**config.mk**
```make
export PLATFORM = sky130hd
export DESIGN_NAME = sel_clk_divider
export DESIGN_NICKNAME = d
export VERILOG_FILES = /design/src/rtl/sel_clk_divider.sv
export SDC_FILE = /design/constraint.sdc
export NUM_CORES = 1
export LEC_CHECK = 0
export ABC_AREA = 1
export BUFFER_PORTS_ARGS = -buffer_cell sky130_fd_sc_hd__buf_2
export CORE_AREA = 2 2 39 41
export CTS_CLUSTER_SIZE = 10
export DETAILED_ROUTE_END_ITERATION = 8
export DIE_AREA = 0 0 41 43
export GPL_TIMING_DRIVEN = 0
export PLACE_DENSITY = 0.66
export SLEW_MARGIN = 25
export SYNTH_ARGS = -nofsm -noshare
export SYNTH_HDL_FRONTEND = slang
export SYNTH_SLANG_ARGS = --single-unit
export TNS_END_PERCENT = 50
```
**constraint.sdc**
```tcl
create_clock -name clk_i -period 3.3 [get_ports clk_i]
set_input_delay 0.66 -clock clk_i [delete_from_list [all_inputs] [get_ports clk_i]]
set_output_delay 0.66 -clock clk_i [all_outputs]
set_load 0.05 [all_outputs]
```
**src/rtl/sel_clk_divider.sv**
```systemverilog
`default_nettype none
// ============================================================================
// Module : sel_clk_divider
// Brief  : Selectable power-of-two clock divider, 50% duty, registered output.
//          Define CLKDIV_SEL_SYNC_EN for glitch-free (period-aligned) select.
// Rev    : 1.0 - initial release
// ============================================================================
module sel_clk_divider #(
  parameter int CNT_W = 8
) (
  input  logic       clk_i,
  input  logic       rstn_i,
  input  logic [1:0] sel_i,
  input  logic       en_i,
  output logic       dclk_o
);

  localparam int               c_KW  = $clog2(CNT_W);
  localparam logic [CNT_W-1:0] c_ONE = CNT_W'(1);

  logic [CNT_W-1:0] r_cnt;
  logic             r_dclk;
  logic [1:0]       r_sel;
  logic             r_fresh;

  logic [1:0]       w_sel;
  logic [c_KW-1:0]  w_k;
  logic [CNT_W-1:0] w_cnt_nxt;
  logic             w_tap;

  // Until the first edge after reset the live select is used, so the ratio
  // present while reset deasserts governs the very first period.
  always_comb begin
    w_sel     = r_fresh ? sel_i : r_sel;
    w_k       = c_KW'(CNT_W - 1 - int'(w_sel));
    w_cnt_nxt = r_cnt + c_ONE;
    w_tap     = w_cnt_nxt[w_k];
  end

`ifdef CLKDIV_SEL_SYNC_EN
  logic [CNT_W-1:0] w_mask;
  logic             w_bound;

  always_comb begin
    w_mask  = ((c_ONE << w_k) << 1) - c_ONE;
    w_bound = ((r_cnt & w_mask) == w_mask);
  end

  // Select is only taken at the end of a full output period; the counter
  // restarts so the new ratio begins with a complete low phase.
  always_ff @(posedge clk_i or negedge rstn_i) begin
    if (!rstn_i) begin
      r_cnt   <= '0;
      r_dclk  <= 1'b0;
      r_sel   <= 2'd0;
      r_fresh <= 1'b1;
    end else begin
      r_fresh <= 1'b0;
      if (r_fresh) begin
        r_sel <= sel_i;
      end
      if (en_i) begin
        if (w_bound) begin
          r_cnt  <= '0;
          r_dclk <= 1'b0;
          r_sel  <= sel_i;
        end else begin
          r_cnt  <= w_cnt_nxt;
          r_dclk <= w_tap;
        end
      end
    end
  end
`else
  always_ff @(posedge clk_i or negedge rstn_i) begin
    if (!rstn_i) begin
      r_cnt   <= '0;
      r_dclk  <= 1'b0;
      r_sel   <= 2'd0;
      r_fresh <= 1'b1;
    end else begin
      r_fresh <= 1'b0;
      r_sel   <= sel_i;
      if (en_i) begin
        r_cnt  <= w_cnt_nxt;
        r_dclk <= w_tap;
      end
    end
  end
`endif

  assign dclk_o = r_dclk;

endmodule
`default_nettype wire

```
==> results of run 1 <==
layer usage:
metal / up-vias / part of all wire / wire length [um]
met5: - / 0 / 0
met4: 0 / 0.029 / 31
met3: 4 / 0.043 / 46
met2: 8 / 0.41 / 439
met1: 225 / 0.52 / 549
li1: 263 / - / -
sequential cells by signal (all words and copies together) (netlist names):
signal / flops
r_cnt: 8
r_sel: 2
dclk_o: 1
r_fresh: 1
where the power goes:
group	switching (mW)	leakage [nW]	internal, mW
clock network	0.0469	0.0150	0.0468
registers	0.0605	0.134	0.202
logic	0.128	0.212	0.0799
per-stage QoR:
stage	power [mW]	hold slack, ns	area (um^2)	setup WS [ns]	std cells
after CTS	0.572	0.255	697	1.75	102
final	0.564	0.250	697	1.77	102
after detailed placement	0.474	0.464	671	1.89	98
after global routing	0.617	0.267	697	1.74	102
after global placement	0.466	0.466	671	1.90	98
after floorplan	0.426	0.364	626	2.04	77
kinds of logic (layout without fill, tap and decap cells):
group,Yosys count,after routing,synth area share
XOR/XNOR,2,2,0.0280
AO/OA/AOI/OAI,10,10,0.0900
AND/OR/NAND/NOR,39,39,0.286
other,1,1,0.00599
flip-flops,12,12,0.482
adder cells (fa/ha/maj),1,1,0.0200
buffers and inverters,12,21,0.0880
worst max-delay path by stage:
| stage | depth (start not counted) | end | start | slack [ns] |
|---|---|---|---|---|
| 2_1_floorplan | 0 | dclk_o | dclk_o$_DFFE_PN0P_ | 2.04 |
| 3_3_place_gp | 9 | dclk_o$_DFFE_PN0P_ | sel_i[0] | 1.90 |
| 3_5_place_dp | 9 | dclk_o$_DFFE_PN0P_ | sel_i[0] | 1.89 |
| 4_1_cts | 1 | dclk_o | dclk_o$_DFFE_PN0P_ | 1.75 |
| 5_1_grt | 1 | dclk_o | dclk_o$_DFFE_PN0P_ | 1.74 |
| 6_report | 1 | dclk_o | dclk_o$_DFFE_PN0P_ | 1.77 |
placed cells by master (no fill, tap or decap):
cell type  count
o21ai_1        3
a31oi_1        3
dfrtp_1       11
xor2_1         2
nand4_1        1
inv_2          1
o21bai_1       1
clkbuf_1       1
inv_1         10
nor2_1         5
nand3_1       10
dfstp_2        1
ha_1           1
buf_2          5
clkbuf_4       3
nand2_1       20
nor2_4         2
o21ai_0        2
a21oi_1        1
conb_1         1
clkbuf_8       1
nand2_2        1
synthesized netlist by cell type (all sizes together):
| cell type | n |
|---|---|
| o21ai | 5 |
| nand3 | 10 |
| nand2 | 21 |
| nand4 | 1 |
| dfstp | 1 |
| a31oi | 3 |
| inv | 11 |
| a21oi | 1 |
| conb | 1 |
| o21bai | 1 |
| dfrtp | 11 |
| clkbuf | 1 |
| nor2 | 7 |
| xor2 | 2 |
| ha | 1 |
layout make-up:
type	instances	share of cell area
Inverter	11	0.0592
Sequential cell	12	0.433
Multi-Input combinational cell	53	0.386
Tap cell	16	0.0287
Timing Repair Buffer	5	0.0359
Buffer	1	0.0197
Clock buffer	4	0.0377
==> metrics.yaml, run 1 <==
clocking:
  post-cts-setup-buffers: 0
  clockBufferDepth: 2
  htree_levels: 1
  path_clk_slew_ns: 0.08
  numClockSinks: 12
  cts_tree: "yes"
  clockRootBuffer: "clkbuf_4"
  cts_hold_buf: 0
  cts_resized: 0
  cts_buffers: 3
  insertion_delay_ns: 0.27
critical_path:
  critPathKind: "reg2out"
  crit_buf_inv: 1
  r2r_slack_ns: 1.91
  worst_path_dominant_cell_family: "flip-flops"
  critPathLaunchType: "flip-flop"
  cp.arrival_ns: 0.87
  crit_chain: "buf_2"
  max_stage_delay_ns: 0.35
  crit_slowest_cell: "dfrtp_1"
  cp.required_ns: 2.64
  r2r-end: "dclk_o$_DFFE_PN0P_"
  rr_worst_depth: 8
  rr_startpoint: "r_cnt[0]$_DFFE_PN0P_"
  critical_path.max_fanout: 2
  cp-end-kind: "output pin"
detailed_routing:
  first_iter_violations: 7
  vias: 500
  vias_per_cell: 4.90
  detail_route.wl_per_cell_um: 10.5
  dr.pass1.iters: 4
  routed_wl_mm: 1.07
  ant_nets: 0
  drc: 0
grt:
  grt_pass1_wl_mm: 1.83
  grt_max_degree: 13
  grt_pass1_vias: 445
  grt_busiest_layer: "met1"
  grt_usage: 0.156
  use_met3: 0.0314
  use_met1: 0.226
  antenna_found_initial: 0
  met2_usage: 0.194
  overflow: 0
run_status:
  status: "completed"
timing:
  fmax_mhz: 652
  tns_ns: 0
  skew_ns: 0.00824
  setup_viol: 0
  drv_slew: 0
  timing.final.crit_period_ns: 1.53
  grt_setup_unrepaired: "no"
  hold_viol: 0
  period_share: 0.465
die:
  pin_count: 6
  num_rows: 14
  die_area_um2: 1760
  coreArea_um2: 1380
  die_y_um: 43
  initial_utilization: 0.452
  die_x_um: 41
run:
  maxCapViolations: 0
synth:
  synth_area_per_cell_um2: 8.12
  yosys.area.top_type: "dfrtp_1"
  yosysSeqAreaShare: 0.482
  synthTopCellsByArea: "dfrtp_1, nand2_1, nand3_1"
  synth_top_area_frac: 0.440
  synthesis.nets: 83
  synth_cell_types: 19
  yosys_warnings: 0
  yosys_register_bits: 12
  syn_area_um2: 626
  synthCells: 77
layout:
  fin_nets: 93
  drive_gt1_frac: 0.163
  area_growth_pct: 11.4
  diodes: 0
  multi_input_area_um2: 269
  final_util: 0.504
  register_area_um2: 302
  fill_cells: 138
power:
  power.density_nw_per_um2: 810
  ir_drop_v: 0.000379
  power.leakage_nw: 0.361
placement:
  dp_hpwl_um: 782
  place_congestion: 0.822
  io_buffers: 5
hold_path:
  hp-class: "in2async"
Power figures use the tool's default switching activity.
==> run 2, diff against run 1 <==
Settings changed: ABC_AREA 1 to 0.
Clock period 3.3 ns to 1.3 ns, I/O delays scaled along.
==> run 2 against run 1 <==
Compared with the run above:
- final cell count shrank 20%
- the run now ends with negative setup slack left
- largest power group unchanged
- worst setup slack lost 2.1 ns
- worst hold slack got worse by 0.14 ns
- wire length grew 1.1%
- design area grew 3.6%
- non-clock buffer count rose by 6
- register-to-register slack got worse by 2.2 ns
==> metrics.yaml, run 2 <==
synth:
  synth_area_per_cell_um2: 11.3  # was 8.12 um^2
  synth_most_common_cell: "dfrtp_1"  # was nand2_1
  yosys.area.top_type: "dfrtp_1"  # unchanged
  synthTopCellsByArea: "dfrtp_1, xnor2_1, dfstp_2"  # was dfrtp_1, nand2_1, nand3_1
  yosys_register_bits: 12  # unchanged
  synth_edf_count: 0  # unchanged
  yosys-top-cells-count: "dfrtp_1, nand2_1, xnor2_1, clkbuf_1"  # was nand2_1, dfrtp_1, inv_1, nand3_1, nor2_1
  syn_area_um2: 598  # was 626 um^2
  yosysSeqAreaShare: 0.504  # was 0.482
  async_flop_share: 1.00  # unchanged
  synth_cell_types: 25  # was 19
  ys.flop_type: "dfrtp_1"  # unchanged
  yosys_warnings: 0  # unchanged
  synthCells: 53  # was 77
  synthesis.nets: 59  # was 83
  synth_top_area_frac: 0.460  # was 0.440
clocking:
  cts_buffers: 3  # unchanged
  insertion_delay_ns: 0.27  # about the same
  cts_tree: "yes"  # unchanged
  numClockSinks: 12  # unchanged
  clockBufferDepth: 2  # unchanged
  htree_levels: 1  # unchanged
  path_clk_slew_ns: 0.08  # about the same
  clockRootBuffer: "clkbuf_4"  # unchanged
grt:
  grt_max_degree: 13  # unchanged
  grt_usage: 0.161  # was 0.156
  grt_pass1_vias: 433  # was 445
  met2_usage: 0.266  # was 0.194
  grt_pass1_wl_mm: 1.81  # was 1.83 mm
  overflow: 0  # unchanged
  use_met1: 0.166  # was 0.226
  antenna_found_initial: 0  # unchanged
  grt_busiest_layer: "met2"  # was met1
  use_met3: 0.0314  # unchanged
layout:
  register_area_um2: 302  # unchanged
  fin_nets: 73  # was 93
  regMostFlops: "r_cnt"  # unchanged
  reg_top3: "r_cnt: 8 flops, r_sel: 2 flops"  # unchanged
  diodes: 0  # unchanged
  largest_reg_flops: 8  # unchanged
  area_growth_pct: 20.7  # was 11.4%
  multi_input_area_um2: 289  # was 269 um^2
  final_cell_mix: "dfrtp_1, nand2_1, xnor2_1, buf_2, buf_4"  # was nand2_1, dfrtp_1, inv_1, nand3_1
  drive_gt1_frac: 0.303  # was 0.163
  fill_cells: 127  # was 138
  final_common_cell: "dfrtp_1"  # was nand2_1
  finalNonFillerCells: 82  # was 102
power:
  power.density_nw_per_um2: 1860  # was 810 nW/um^2
  power.leakage_nw: 0.317  # was 0.361 nW
  fin_total_pwr_mw: 1.34  # was 0.564 mW
  ir_drop_v: 0.00104  # was 0.000379 V
timing:
  period_share: 1.23
  setup_viol: 1  # was 0
  setup_ws_ns: -0.302  # was 1.77 ns
  tns_ns: -0.302  # was 0 ns
  grt_setup_unrepaired: "yes"  # was no
  timing.final.crit_period_ns: 1.60
  skew_ns: 0.00788  # was 0.00824 ns
  fmax_mhz: 624
  drv_slew: 0  # unchanged
  hold_viol: 0  # unchanged
placement:
  dp_hpwl_um: 711  # was 782 um
  place_congestion: 0.682  # was 0.822
  io_buffers: 4  # was 5
  dp_cells: 73  # was 98
critical_path:
  cp-end-kind: "flip-flop"  # was output pin
  rr_startpoint: "r_fresh$_DFF_PN1_"  # was r_cnt[0]$_DFFE_PN0P_
  cp.required_ns: 1.45  # was 2.64 ns
  rr_worst_depth: 5  # was 8
  cp.arrival_ns: 1.75  # was 0.87 ns
  critical_path.max_fanout: 3  # was 2
  critPathKind: "reg2reg"  # was reg2out
  r2r-end: "dclk_o$_DFFE_PN0P_"  # unchanged
  critPathLaunchType: "flip-flop"  # unchanged
  r2r_slack_ns: -0.30  # was 1.91 ns
die:
  die_x_um: 41  # unchanged
  num_rows: 14  # unchanged
  die_area_um2: 1760  # unchanged
  initial_utilization: 0.432  # was 0.452
  coreArea_um2: 1380  # unchanged
  pin_count: 6  # unchanged
  die_y_um: 43  # unchanged
hold_path:
  hp-start: "sel_i[1]"
  hold_path_depth: 1
  hp-class: "in2reg"  # was in2async
  hold_path_end: "r_sel[1]$_DFF_PN0_"
run:
  maxCapViolations: 0  # unchanged
run_status:
  violations: "negative setup slack"
  status: "finished, violations left"  # was completed
detailed_routing:
  first_iter_violations: 3  # was 7
  ant_nets: 0  # unchanged
  routed_wl_mm: 1.08  # was 1.07 mm
  vias: 423  # was 500
  drc: 0  # unchanged
  vias_per_cell: 5.16  # was 4.90
  dr.pass1.iters: 2  # was 4
  detail_route.wl_per_cell_um: 13.1  # was 10.5 um
==> run 2: metal layers <==
metal	share of wire	up-vias
met4	0.017	0
met2	0.53	4
met1	0.43	207
met5	0	-
li1	-	210
met3	0.027	2
==> run 2: worst max-delay path by stage <==
| stage | from | to | slack [ns] |
|---|---|---|---|
| after floorplan | r_fresh$_DFF_PN1_ | dclk_o$_DFFE_PN0P_ | -0.26 |
| after global placement | r_cnt[0]$_DFFE_PN0P_ | dclk_o$_DFFE_PN0P_ | -0.34 |
| after detailed placement | r_cnt[0]$_DFFE_PN0P_ | dclk_o$_DFFE_PN0P_ | -0.32 |
| after CTS | r_fresh$_DFF_PN1_ | dclk_o$_DFFE_PN0P_ | -0.28 |
| after global routing | r_fresh$_DFF_PN1_ | dclk_o$_DFFE_PN0P_ | -0.33 |
| final | r_fresh$_DFF_PN1_ | dclk_o$_DFFE_PN0P_ | -0.30 |
==> run 2: final cells by class <==
type	instances	share of cell area
repair buffers	9	0.0832
flip-flops and latches	12	0.418
multi-input cells	37	0.400
plain buffers	3	0.0156
well taps	16	0.0277
clock buffers	4	0.0503
inverters	1	0.00520
==> run 2: critical path, stage by stage, from the launching register on <==
cell and delay [ns]:
dfstp_2 0.56, mux2_4 0.32, and2_4 0.14, a32o_1 0.22
o221ai_2 0.13, o311ai_1 0.11
==> run 2: per-stage QoR <==
| stage | worst slack (ns) | hold slack (ns) | cell area, um^2 | util |
|---|---|---|---|---|
| floorplan | -0.259 | -0.0356 | 598 | - |
| global placement | -0.339 | 0.151 | 638 | 0.461 |
| detailed placement | -0.324 | 0.152 | 638 | 0.461 |
| CTS | -0.279 | 0.102 | 712 | 0.514 |
| global route | -0.332 | 0.101 | 722 | 0.522 |
| finish | -0.302 | 0.107 | 722 | 0.522 |
==> run 2: cell families (layout without fill, tap and decap cells) <==
group                      Yosys count  count (layout)  synth area share
and+or+nand+nor                     15              15             0.128
DFF                                 12              12             0.504
xor gates and xnor gates             9               9             0.132
AOI/OAI and AO/OA                    7               7             0.107
muxes                                4               4            0.0774
buffers and inverters                4              17            0.0251
adders and majority gates            1               1            0.0209
other                                1               1           0.00627
==> run 2: what timing repair did <==
item,in CTS,in global routing
endpoints found under the setup margin,1,2
pin swaps,1,1
buffers inserted,3,1
gates resized for setup,2,2
endpoints found under the hold margin,11,0
hold buffers,1,0
==> run 2: where the power goes <==
part	switching [mW]	internal [mW]
Combinational	0.241	0.239
Clock	0.126	0.170
Sequential	0.0763	0.490
